[config.mk]
export PLATFORM = sky130hd
export DESIGN_NAME = regfile_fifo_ctrl
export DESIGN_NICKNAME = d
export VERILOG_FILES = /design/src/rtl/regfile_pkg.sv /design/src/rtl/wrap_ptr.sv /design/src/rtl/regfile_fifo_ctrl.sv
export SDC_FILE = /design/constraint.sdc
export NUM_CORES = 1
export LEC_CHECK = 0
export CORE_ASPECT_RATIO = 1.25
export CORE_MARGIN = 2
export CORE_UTILIZATION = 33
export DETAILED_ROUTE_END_ITERATION = 7
export GPL_ROUTABILITY_DRIVEN = 1
export PLACE_DENSITY_LB_ADDON = 0.1
export RECOVER_POWER = 100
export SETUP_SLACK_MARGIN = 0.1
export SYNTH_ARGS = -nofsm -noshare
export SYNTH_HDL_FRONTEND = slang
export SYNTH_HIERARCHICAL = 1
export SYNTH_SLANG_ARGS = --single-unit
[constraint.sdc]
create_clock -name clk -period 2.1 [get_ports clk]
set_clock_uncertainty 0.1 [all_clocks]
set_input_delay 0.315 -clock clk [delete_from_list [all_inputs] [get_ports clk]]
set_output_delay 0.315 -clock clk [all_outputs]
set_load 0.05 [all_outputs]
[src/rtl/regfile_pkg.sv]
// Shared constants and the occupancy state type for the register-file FIFO controller.
package regfile_pkg;

  localparam int N     = 4;        // data width, same as the register file
  localparam int AW    = 2;        // address width
  localparam int DEPTH = 1 << AW;  // number of register file entries

  // Occupancy classes; the exact fill level lives in the count register.
  typedef enum logic [1:0] {
    EMPTY   = 2'd0,
    PARTIAL = 2'd1,
    FULL    = 2'd2
  } occ_state_t;

endpackage

[src/rtl/wrap_ptr.sv]
// AW-bit wrapping pointer: increments on en, rolls from max back to 0,
// synchronous clear has priority over the increment.
module wrap_ptr #(
  parameter int AW = regfile_pkg::AW
) (
  input  logic          clk,
  input  logic          rst,
  input  logic          en,
  input  logic          clr,
  output logic [AW-1:0] ptr
);

  // Pointer register; natural AW-bit overflow provides the wrap.
  always_ff @(posedge clk or posedge rst) begin
    if (rst) begin
      ptr <= '0;
    end else if (clr) begin
      ptr <= '0;
    // NOTE: sequential state is assigned with <= so every flop samples the
    // pre-edge values, independent of the order the simulator runs processes.
    end else if (en) begin
      ptr <= ptr + AW'(1);
    end
  end

endmodule

[src/rtl/regfile_fifo_ctrl.sv]
// Write/read sequencer that turns a 4-entry register file with a
// combinational read port into a FIFO with valid/ready streams on both sides.
module regfile_fifo_ctrl #(
  parameter int N  = regfile_pkg::N,
  parameter int AW = regfile_pkg::AW
) (
  input  logic          clk,
  input  logic          rst,
  input  logic          in_valid,
  output logic          in_ready,
  input  logic [N-1:0]  in_data,
  output logic          out_valid,
  input  logic          out_ready,
  output logic [N-1:0]  out_data,
  input  logic          flush,
  output logic [AW:0]   count,
  output logic          full,
  output logic          empty,
  output logic          proto_err,
  output logic          rf_we,
  output logic [AW-1:0] rf_waddr,
  output logic [N-1:0]  rf_din,
  output logic [AW-1:0] rf_raddr,
  input  logic [N-1:0]  rf_dout
);

  import regfile_pkg::*;

  localparam logic [AW:0] CNT_ONE  = (AW+1)'(1);
  localparam logic [AW:0] CNT_FULL = (AW+1)'(1 << AW);

  occ_state_t    state_q, state_d;
  logic [AW:0]   count_q, count_d;
  logic [AW-1:0] wptr, rptr;
  logic          push, pop;
  logic          stall_q;
  logic [N-1:0]  stall_data_q;
  logic          proto_err_q;

  // Handshakes: flush blocks both sides for its cycle; reset blocks the producer.
  assign full      = (state_q == FULL);
  assign empty     = (state_q == EMPTY);
  assign count     = count_q;
  assign in_ready  = !full && !flush && !rst;
  assign out_valid = !empty && !flush;
  assign push      = in_valid && in_ready;
  assign pop       = out_valid && out_ready;
  assign proto_err = proto_err_q;

  // Register file hookup: write at wptr this cycle, head is read at rptr.
  assign rf_we    = push;
  assign rf_waddr = wptr;
  assign rf_din   = in_data;
  assign rf_raddr = rptr;
  assign out_data = rf_dout;

  wrap_ptr #(.AW(AW)) u_wptr (
    .clk (clk),
    .rst (rst),
    .en  (push),
    .clr (flush),
    .ptr (wptr)
  );

  wrap_ptr #(.AW(AW)) u_rptr (
    .clk (clk),
    .rst (rst),
    .en  (pop),
    .clr (flush),
    .ptr (rptr)
  );

  // Occupancy next-state: flush wins, otherwise count tracks push minus pop.
  always_comb begin
    // NOTE: defaults first so every path assigns both outputs and no latch forms.
    state_d = state_q;
    count_d = count_q;
    if (flush) begin
      state_d = EMPTY;
      count_d = '0;
    end else begin
      unique case (state_q)
        EMPTY: begin
          if (push) begin
            state_d = PARTIAL;
            count_d = CNT_ONE;
          end
        end
        PARTIAL: begin
          if (push && !pop) begin
            count_d = count_q + CNT_ONE;
            if (count_q == CNT_FULL - CNT_ONE) state_d = FULL;
          end else if (pop && !push) begin
            count_d = count_q - CNT_ONE;
            if (count_q == CNT_ONE) state_d = EMPTY;
          end
        end
        FULL: begin
          if (pop) begin
            state_d = PARTIAL;
            count_d = count_q - CNT_ONE;
          end
        end
        default: begin
          state_d = EMPTY;
          count_d = '0;
        end
      endcase
    end
  end

  // Occupancy state and count registers.
  always_ff @(posedge clk or posedge rst) begin
    // NOTE: reset only clears pointers and count; the register file itself is
    // never reset because an entry is always rewritten before it is read.
    if (rst) begin
      state_q <= EMPTY;
      count_q <= '0;
    end else begin
      state_q <= state_d;
      count_q <= count_d;
    end
  end

  // Sticky producer-protocol monitor: a stalled offer must be held unchanged
  // on the following cycle unless a flush intervenes.
  always_ff @(posedge clk or posedge rst) begin
    if (rst) begin
      stall_q      <= 1'b0;
      stall_data_q <= '0;
      proto_err_q  <= 1'b0;
    end else begin
      if (stall_q && !flush && (!in_valid || (in_data != stall_data_q))) begin
        proto_err_q <= 1'b1;
      end
      stall_q      <= in_valid && !in_ready && !flush;
      stall_data_q <= in_data;
    end
  end

endmodule

Yosys cells after proc, flatten, opt, wreduce, memory -nomap -nowiden. Cells that the tools add are included.

Flip-flop bits (word level): 15. Logic and storage cells: 64. Bits of input ports: 13.

Reductions and logical operators: 25. Add/sub/neg operators: 4. Multiplexer cells: 18. Equality and inequality tests: 10.

Operators by type and width (number): 2-bit 2-to-1 mux (11); 3-bit 2-to-1 mux (5); 4-bit != test (second input constant) (3); 1-bit logical AND (11); 3-bit case mux with 3 select lines (1); 1-bit logical NOT (8); 3-bit by 2-bit != test with 1-bit output (second input constant) (2); 2-bit case mux with 3 select lines (1); 5-bit AND reduction (1); 2-bit by 1-bit adder with 2-bit output (second input constant) (2); 4-bit != test (1); 2-bit nonzero test (2); 3-bit by 1-bit adder with 3-bit output (second input constant) (1); 3-bit by 1-bit == test with 1-bit output (second input constant) (1); 3-bit by 2-bit == test with 1-bit output (second input constant) (1); 3-bit AND reduction (1); 3-bit by 1-bit subtractor with 3-bit output (second input constant) (1); 2-bit by 1-bit == test with 1-bit output (second input constant) (1); 2-bit == test (second input constant) (1); 2-bit logical NOT (1); 1-bit logical OR (1).

Depth between registers and ports, before layout. Gate-level depths: netlist (run 1).

Depth after elaboration: 11. Mapped depth: 6. Depth with buffers taken out: 6.

By module. Netlist (run 1), hierarchy kept.

By module, submodules not included: regfile_fifo_ctrl (cells each 86, area an instance 789.5 um^2, times used 1); wrap_ptr (cells each 8, area an instance 92.6 um^2, times used 2).

Least setup slack after synthesis (run 1). Ideal clock, no wire load.

Kind: reg-to-reg. Start: register state_q[1]. End: register u_wptr.ptr[1]. Buffers on the path: 0. Data arrival time: 2.840 ns. Slack: -0.913 ns. Clock period less this slack: 3.013 ns. Library setup time: 0.073 ns. Cell stages (with the launch flop): 6. Path through: dfrtp_1 > nor2b_1 > nor3_1 > and2_1 > nand3b_1 > a21oi_2.

Cells in the longest elaborated chain, start to end: 6.

RTL lines: start: declaration (RTL line regfile_fifo_ctrl.sv:32) `occ_state_t state_q, state_d;`; start signal: assignment (RTL line regfile_fifo_ctrl.sv:120) `state_q <= state_d;`; 2-bit == test (RTL line regfile_fifo_ctrl.sv:41) `assign full = (state_q == FULL);`; named net full (RTL line regfile_fifo_ctrl.sv:17) `output logic full,`; 1-bit logical NOT (RTL line regfile_fifo_ctrl.sv:44) `assign in_ready = !full && !flush && !rst;`; 1-bit logical AND (2 in a row) (RTL line regfile_fifo_ctrl.sv:44); named net in_ready (RTL line regfile_fifo_ctrl.sv:10) `output logic in_ready,`; 1-bit logical AND (RTL line regfile_fifo_ctrl.sv:46) `assign push = in_valid && in_ready;`; named net rf_we (RTL line regfile_fifo_ctrl.sv:20) `output logic rf_we,`; 2-bit nonzero test (no source line); end signal: assignment (RTL line wrap_ptr.sv:22) `ptr <= ptr + AW'(1);`; end: declaration (RTL line wrap_ptr.sv:10) `output logic [AW-1:0] ptr`.

The timed path passes the listed nets, and every way through them passes these cells. A chain may end at the register's enable or synchronous reset.

Final worst setup path (run 1).
Start: register u_wptr.ptr[0]. End: output rf_waddr[0].

RTL lines: end: declaration (RTL line regfile_fifo_ctrl.sv:21) `output logic [AW-1:0] rf_waddr,`.

No word-level cell between the ends.

==> key figures, run 1 <==
Status
  • Status: finished clean

Floorplan
  • Die width: 52.6 µm
  • Initial Util: 0.337
  • # IOs: 34
  • Chip height: ~65 µm
  • Core ar.: 2890 µm²
  • Std cell rows: 22
  • Die footprint: 3410 µm²

Critical path
  • Crit end category: output port
  • CP delay by family, top: buffers and inverters
  • Worst EP arrival: 1.58 ns
  • Critical path, cell by cell: dlygate4sd3_1
  • Buf+Inv Stages, Crit Path: 1
  • Worst Path Max Fanout: 4
  • CP max-delay cell: dlygate4sd3_1
  • Register-to-Register Path Depth: 6
  • Worst R2R End: count[2]
  • Max stage delay on crit path: 0.89 ns
  • Worst EP required: approximately 1.7 ns
  • CP startpoint kind: flip-flop
  • Crit Reg-Reg Startpoint: count[0]
  • WS Path Type: flip-flop to output port
  • R2R Setup Slk: between 0.2 and 0.3 ns

Yosys
  • Post-synth EDFFs: 0
  • Synth Net Count: 119
  • Area contributors post-synth: dfrtp_1, buf_4, xnor2_1, ha_1, nor2_1
  • Yosys reg bits: 15
  • Top-area cell type share of the netlist area: 0.385
  • Syn Area/Cell: ~9.6 µm²
  • Seq/Total Area, Yosys: 0.385
  • Count of cell types in the netlist: 35
  • Cells after Synth: ~100
  • Top_reg_cell synth: dfrtp_1
  • Count leader, synth: dfrtp_1
  • Cell taking the most area after synthesis: dfrtp_1
  • Asr flop ratio synth: 1.00
  • Mapped cell area: between 900 and 1000 µm²
  • Top cells by count, synth: dfrtp_1, buf_4, nor2_1
  • Yosys warns: 6

Cells and area
  • N_diodes: 0
  • Utilization after layout: 0.441
  • NumNets Final: 144
  • Footprint of the multi-input gates: 485 µm²
  • Area growth syn-to-layout: 30.7%
  • Final Instance Area: 1270 µm²
  • Register area: approximately 380 µm²
  • Share of layout cells above drive strength 1: 0.167
  • Fillers: around 300

CTS
  • Post-CTS setup buffer count: 0
  • CTS clk-pin slew, worst paths: ~0.10 ns
  • TritonCTS buffer count: 3
  • CTS tree: yes
  • H-tree lvl count: 1
  • Post-CTS Hold Buffers: 0
  • Clock Latency Late Sink: 0.28 ns
  • Clock root cell: clkbuf_4
  • Longest Clk Path Bufs: 2
  • Resize count post-CTS: 0
  • CTS Sinks: 15

Drt
  • DRT antenna net count: 0
  • Vias: 796
  • Iteration-0 DRC count of the detailed router: 7
  • WL final: 2040 µm
  • Routed WL per cell: about 13 µm
  • Routed vias/inst: 4.91
  • DRT Pass-1 Iters: 4
  • # DRC: 0

STA
  • RSZ-0062 raised after global routing: no
  • Tmin final: 2.00 ns
  • Fin crit share: 0.951
  • Rel. slew slack: 0.604
  • Count of final hold-check violations: 0
  • Worst-margin pin slew: between 0.5 and 0.6 ns
  • Fin Setup TNS: 0 ns
  • Fmax: approximately 500 MHz
  • Setup WS post-layout: 0.104 ns
  • Final setup violation count: 0
  • Pins Over Slew Limit: 0

Global route
  • GRT Resource Usage Total: 0.138
  • Vias in the first global route: 820
  • Initial antenna violation count: 0
  • First-pass GRT wire length: 3600 µm
  • Grt total ovfl: 0
  • Largest net degree at the start of global routing: 15

Power
  • Switching power: 0.000233 W
  • Combinational share of power: 0.307
  • Internal power: 0.000454 W
  • Flop pwr share: 0.456
  • Static Leak: 0.560 nW
  • Clock network power share: 0.237
  • Worst vdd ir: between 0.3 and 0.4 mV
  • Pwr per Cell Area: about 540 nW/µm²
  • Switching Share: 0.339

Job
  • MaxCap Viol Count: 0

Worst hold path
  • Hold Crit Class: input pin to async pin

Place
  • Detailed Place HPWL: 1600 µm
  • Setup slack at placement: around 0.14 ns
  • GP Congestion: 0.813
  • PortBufs: 25
  • Area after DPL: around 1300 µm²
power by group through the flow:
stage                     Clock (W)  Combinational [W]  Sequential (W)
final                      0.000163           0.000211        0.000313
after global routing       0.000183           0.000230        0.000315
after CTS                  0.000169           0.000240        0.000314
after detailed placement          0           0.000239        0.000319
after global placement            0           0.000239        0.000319
after floorplan                   0           0.000145        0.000344
flip-flops by register name, summed over array words and instances (netlist names):
| signal | flops |
|---|---|
| count | 3 |
| stall_data_q | 4 |
| stall_q | 1 |
| state_q | 2 |
| u_rptr/ptr | 2 |
| u_wptr/ptr | 2 |
| proto_err | 1 |
cell type report:
type	count	share of cell area
Tap cell	36	0.0354
Sequential cell	15	0.296
Clock buffer	3	0.0177
Inverter	7	0.0206
Timing Repair Buffer	34	0.246
Clock inverter	1	0.00393
Multi-Input combinational cell	66	0.381
placed cells by master (no fill, tap or decap), types with 3 or more instances in the layout:
cell type	Yosys	layout
dfrtp_1	15	14
dlygate4sd3_1	0	12
clkbuf_1	1	8
inv_1	7	7
nor2_1	8	7
xnor2_1	6	6
buf_4	9	5
a21oi_1	3	4
ha_1	4	4
clkdlybuf4s50_1	0	4
buf_12	0	4
nor2b_1	3	3
o21ai_0	3	3
nand3_1	3	3
nand2_1	3	3
xor2_1	3	3
clkbuf_4	0	3
metal layers:
layer	GRT usage	share of wire	vias up
met2	0.220	0.50	17
met5	0	0	-
li1	-	-	397
met3	0.0207	0.045	2
met1	0.186	0.45	380
met4	0.0481	0.0098	0
worst reg2reg max path: cells and delay by family (launching register included):
family | cells | cell delay, ns
adders and majority gates | 1 | 0.21
buffers and inverters | 1 | 0.10
DFF | 1 | 0.43
xor gates and xnor gates | 1 | 0.15
AOI/OAI and AO/OA | 3 | 0.76
cells by family after synthesis:
| logic type | Yosys count | synth area share |
|---|---|---|
| compound gates | 24 | 0.198 |
| buf+inv | 21 | 0.127 |
| fa+ha+maj | 4 | 0.0513 |
| xor+xnor | 9 | 0.0809 |
| simple gates | 29 | 0.158 |
| flops | 15 | 0.385 |
per-stage QoR:
step	hold slack [ns]	instances	power, W
floorplan	-0.0438	102	0.000489
global placement	0.374	158	0.000558
detailed placement	0.354	158	0.000559
CTS	0.319	162	0.000723
global route	0.370	162	0.000728
finish	0.317	162	0.000686
worst max path at each step:
stage | end | slack (ns) | start | cells past startpoint
3_5_place_dp | count[2] | 0.14 | rst | 5
6_report | rf_waddr[0] | 0.10 | u_wptr/ptr[0] | 1
4_1_cts | count[0] | 0.15 | count[0] | 1
2_1_floorplan | u_wptr/ptr[1] | 0.09 | state_q[0] | 5
3_3_place_gp | count[2] | 0.12 | rst | 5
5_1_grt | rf_waddr[0] | 0.06 | u_wptr/ptr[0] | 1
No activity file was read; power rests on OpenSTA's default activity.
==> inputs of run 2 (changes only) <==
- CTS_BUF_LIST: not set -> sky130_fd_sc_hd__clkbuf_4
==> results of run 2 <==
Same layout as run 1: the final DEF is identical, and so are final timing and power.
